## src/rtl/mul_share_arb.sv

```systemverilog
// mul_share_arb: round-robin arbiter sharing one pipelined N x N unsigned multiplier
// between two request ports; results return in accept order with a fixed 2-cycle latency.
module mul_share_arb #(
    parameter int N = 8
) (
    input  logic           clk,
    input  logic           rst,
    input  logic           en,
    input  logic           req1_valid,
    output logic           req1_ready,
    input  logic [N-1:0]   a,
    input  logic [N-1:0]   b,
    input  logic           req2_valid,
    output logic           req2_ready,
    input  logic [N-1:0]   x,
    input  logic [N-1:0]   y,
    output logic [2*N-1:0] out1,
    output logic           out1_valid,
    output logic [2*N-1:0] out2,
    output logic           out2_valid
);
    logic           r_last;
    logic           r_s1_valid;
    logic           r_s1_tag;
    logic [N-1:0]   r_s1_a;
    logic [N-1:0]   r_s1_b;
    logic           w_acc;
    logic [2*N-1:0] w_prod;

    // r_last=1 means port 2 was granted last, so port 1 wins the next contention
    always_comb begin
        req1_ready = en && !rst && req1_valid && (!req2_valid || r_last);
        req2_ready = en && !rst && req2_valid && (!req1_valid || !r_last);
        w_acc      = req1_ready || req2_ready;
        w_prod     = {{N{1'b0}}, r_s1_a} * {{N{1'b0}}, r_s1_b};
    end

    always_ff @(posedge clk) begin
        if (rst) begin
            r_last     <= 1'b1;
            r_s1_valid <= 1'b0;
            r_s1_tag   <= 1'b0;
            r_s1_a     <= '0;
            r_s1_b     <= '0;
            out1       <= '0;
            out2       <= '0;
            out1_valid <= 1'b0;
            out2_valid <= 1'b0;
        end else begin
            out1_valid <= en && r_s1_valid && !r_s1_tag;
            out2_valid <= en && r_s1_valid && r_s1_tag;
            if (en) begin
                r_s1_valid <= w_acc;
                r_s1_tag   <= req2_ready;
                r_s1_a     <= req2_ready ? x : a;
                r_s1_b     <= req2_ready ? y : b;
                if (w_acc)
                    r_last <= req2_ready;
                if (r_s1_valid && !r_s1_tag)
                    out1 <= w_prod;
                if (r_s1_valid && r_s1_tag)
                    out2 <= w_prod;
            end
        end
    end
endmodule
```

## config.mk

```make
export PLATFORM = sky130hd
export DESIGN_NAME = mul_share_arb
export DESIGN_NICKNAME = d
export VERILOG_FILES = /design/src/rtl/mul_share_arb.sv
export SDC_FILE = /design/constraint.sdc
export NUM_CORES = 1
export LEC_CHECK = 0
export ABC_CLOCK_PERIOD_IN_PS = 5100
export CAP_MARGIN = 10
export CELL_PAD_IN_SITES_DETAIL_PLACEMENT = 0
export CELL_PAD_IN_SITES_GLOBAL_PLACEMENT = 1
export CORE_ASPECT_RATIO = 1.4
export CORE_MARGIN = 3
export CORE_UTILIZATION = 42
export CTS_BUF_LIST = sky130_fd_sc_hd__clkbuf_2 sky130_fd_sc_hd__clkbuf_4 sky130_fd_sc_hd__clkbuf_8
export DETAILED_ROUTE_END_ITERATION = 16
export PLACE_DENSITY_LB_ADDON = 0.12
export RECOVER_POWER = 25
export SLEW_MARGIN = 25
export SYNTH_ARGS = -nofsm -noshare
export SYNTH_HDL_FRONTEND = slang
export SYNTH_SLANG_ARGS = --single-unit
```

## constraint.sdc

```tcl
create_clock -name clk -period 5.1 [get_ports clk]
set_input_delay 1.02 -clock clk [delete_from_list [all_inputs] [get_ports clk]]
set_output_delay 1.02 -clock clk [all_outputs]
set_load 0.05 [all_outputs]
```

==> metrics.md <==
| Metric | Value |
|---|---|
| Crit path kind | reg2reg |
| Initial Utilization | a little over two fifths |
| # setup viols final | 0 |
| Worst IR drop on VDD | ~0.11 mV |
| Gate Count Post-Synth | between 400 and 500 |
| Fin. Hold Viols | 0 |
| Vias in the first global route | around 3400 |
| Post-synthesis mux area share | 3.78% |
| Clock sinks | 53 |
| Top routing layer in use | met4 |
| DRT met1 WL | approximately 4.3 mm |
| IO buf count | roughly 70 |
| Total CTS buffers | 5 |
| Met3 wire length | 297 um |
| DR iter-0 viols | between 90 and 100 |
| Worst Path Required | about 5.3 ns |
| 1st-pass router iterations | 4 |
| Clock skew | approximately 0.013 ns |
| Count of non-filler cells in the finished layout | around 680 |
| RSZ-0062 raised after global routing | no |
| Max Freq | around 210 MHz |
| Worst path arrival time | approximately 5 ns |
| Status | completed |
| Total grt overflow | 0 |
| Fin crit period | 4.68 ns |
| Routed Antenna Nets | 0 |
| Die Height | between 100 and 150 um |
| Fin crit share | between 90 and 100% |
| Net Switching | 341 uW |
| Worst setup SP type | flip-flop |
| Cell variety after synth | 47 |
| Die W | slightly above 90 um |
| Worst-path clk slew | 0.11 ns |
| Slew margin rel. | 22.2% |
| Initial antenna violation count | 0 |
| Via count | about 3500 |
| Compound-gate portion of the synthesized area | approximately an eighth |
| Hold path depth | 2 |
| Maximum clock path buffer count | 2 |
| Async set or reset register ratio after synthesis | 0% |
| Hold_buf cts | 0 |
| GRT Overall Usage | 17.7% |
| Reg2reg path depth | 14 |
| CTS tree | yes |
| Slew at the pin closest to its max-slew limit | between 1 and 1.5 ns |
| Max-slew violations | 0 |
| Hold WS | 0.457 ns |
| Seq pwr share | 45.5% |
| Combinational cell fraction of total power | 28.3% |
| Cell count after placement | 676 |
| Metal2 WL | between 4 and 5 mm |
| Lkg Pwr | 0.00229 uW |
| Setup TNS | 0 ns |
| Max Cap Viol | 0 |
| N_diodes | 0 |
| # Post-CTS Setup Buffers | 0 |
| Root buffer cell | clkbuf_8 |
| First-pass GRT wire length | 16.7 mm |
| Prevailing post-synth register cell | dfxtp_1 |
| Post-route DRC | 0 |
| Register area | 0.00106 mm^2 |
| Switching share of power | approximately a third |
| Yosys warning total | 0 |
| Post-Synth Simple-Gate Area | around 23% |
| Core Area | roughly 0.0097 mm^2 |
| Area Overhead vs Synth | 22.6% |
| Largest net degree at the start of global routing | between 60 and 70 |
| Die area | about 0.011 mm^2 |
| Gp weighted congestion | ~0.93 |
| Endpoint type of the worst setup path | flip-flop |
| Post-synthesis sequential area ratio | 25.0% |
| Post-CTS Resized | 0 |
| Post-Synth Adder-Cell Area | roughly 28% |
| Multi-input logic area | 0.00291 mm^2 |
| Final net count | between 600 and 700 |
| Drt total wl | 9.56 mm |
| WL per Instance | approximately 14 um |
| Crit Path Max Fanout | 10 |
| DP HPWL | between 7 and 8 mm |
| Pint | approximately 660 uW |
| Xor/xnor cell area share of the yosys netlist | less than 1% |
| Clk pwr share | a little over a quarter |
| Layout cell share with drive strength beyond 1 | under 10% |
| H-tree depth | 2 |
| Post-synth EDFFs | 0 |
| Clock Latency Late Sink | between 0.3 and 0.4 ns |
| Avg Inst Size Synth | 8.65 um^2 |
| Mapped cell area | 0.00424 mm^2 |
| Count of state elements after synthesis | 53 |
| Final core utilization | a little over half |
| Boundary pin count | 73 |
| Power density cells | ~190 mW/mm^2 |
| Vias/cell | a little over 5 |
| Hold/Removal Path Class | reg2reg |
| FP Rows | 42 |
| Post-Syn Nets | between 500 and 600 |
| Tot Pwr | ~1000 uW |
| Fill count | slightly below 1000 |
| Largest family of logic cells by synthesized area | adder cells |
sequential cells by signal, indices dropped and copies added (netlist names):
name / flops
out2_valid: 1
r_last: 1
r_s1_tag: 1
out1_valid: 1
r_s1_b: 8
out1: 16
r_s1_a: 8
r_s1_valid: 1
out2: 16
final cells by class:
class | instances | area share, %
well taps | 132 | 3.18
clock buffers | 5 | 1.32
repair buffers | 79 | 15.0
flip-flops and latches | 53 | 20.4
multi-input cells | 362 | 55.9
inverters | 50 | 3.61
clock inverters | 3 | 0.554
cells in the mapped netlist (all sizes together) (3+ instances only):
master,n,share of area [%]
a211o,3,0.62
a211oi,26,4.6
a21oi,25,3.0
and2,48,7.1
and3,5,0.74
buf,4,0.41
clkbuf,21,1.9
dfxtp,53,25
fa,36,17
ha,36,11
inv,50,4.4
mux2i,16,3.8
nand2,56,5.0
nand3,12,1.4
nand3b,4,0.71
nand4b,4,0.83
nor2,38,3.4
nor2b,4,0.77
nor3b,3,0.53
o21ai,6,0.71
o21bai,3,0.53
o31ai,3,0.53
or4,4,0.83
worst max-delay path, stage by stage, from the launching register on:
cell      delay (ns)
dfxtp_1         0.54
nand2_1         0.13
fa_1            0.48
fa_1            0.54
inv_1           0.05
fa_1            0.53
inv_1           0.05
fa_1            0.52
inv_1           0.04
ha_1            0.35
a21oi_1         0.20
nor2b_1         0.12
o31a_1          0.30
or4_4           0.48
a311oi_1        0.26
stage by stage:
stage	setup slack (ns)	area, um^2
after detailed placement	0.442	5100
after global routing	0.181	5190
after floorplan	0.587	4240
after global placement	0.519	5100
after CTS	0.403	5190
final	0.419	5190
power by group through the flow:
stage,registers (uW),clock network [uW],logic [uW]
3_5_place_dp,464,0,286
2_1_floorplan,475,0,178
6_report,454,261,282
3_3_place_gp,462,0,283
4_1_cts,454,276,287
5_1_grt,458,290,321
path summary, 6_finish.rpt:
kind | from | end | slack (ns)
worst max-delay path | r_s1_a[0] | out1[15] | 0.42
worst min register to register | out2[6] | out2[6] | 0.46
worst min-delay path | out2[6] | out2[6] | 0.46
worst max register to register | r_s1_a[0] | out1[15] | 0.42
routing by layer:
metal	up-vias	GRT usage, %
met5	-	0
met4	0	6.93
met3	20	2.48
met2	77	30.7
met1	1609	22.1
li1	1764	-
layout by cell type, fill, tap and decap left out, types with 5 or more instances in the layout:
master,count
and3_1,5
nor2_1,38
a21oi_1,25
nand2_1,56
clkbuf_8,5
dlygate4sd3_1,20
clkdlybuf4s50_1,50
buf_4,7
and2_1,48
fa_1,36
inv_1,50
dfxtp_1,53
a211oi_1,25
mux2i_1,16
o21ai_0,6
nand3_1,12
ha_1,36
cell families (layout without fill, tap and decap cells):
family / after synthesis / in the layout
muxes: 16 / 16
xor gates and xnor gates: 4 / 4
DFF: 53 / 53
AOI/OAI and AO/OA: 82 / 82
and+or+nand+nor: 188 / 188
adders and majority gates: 72 / 72
buffers and inverters: 75 / 137
(Power assumes the default switching activity.)
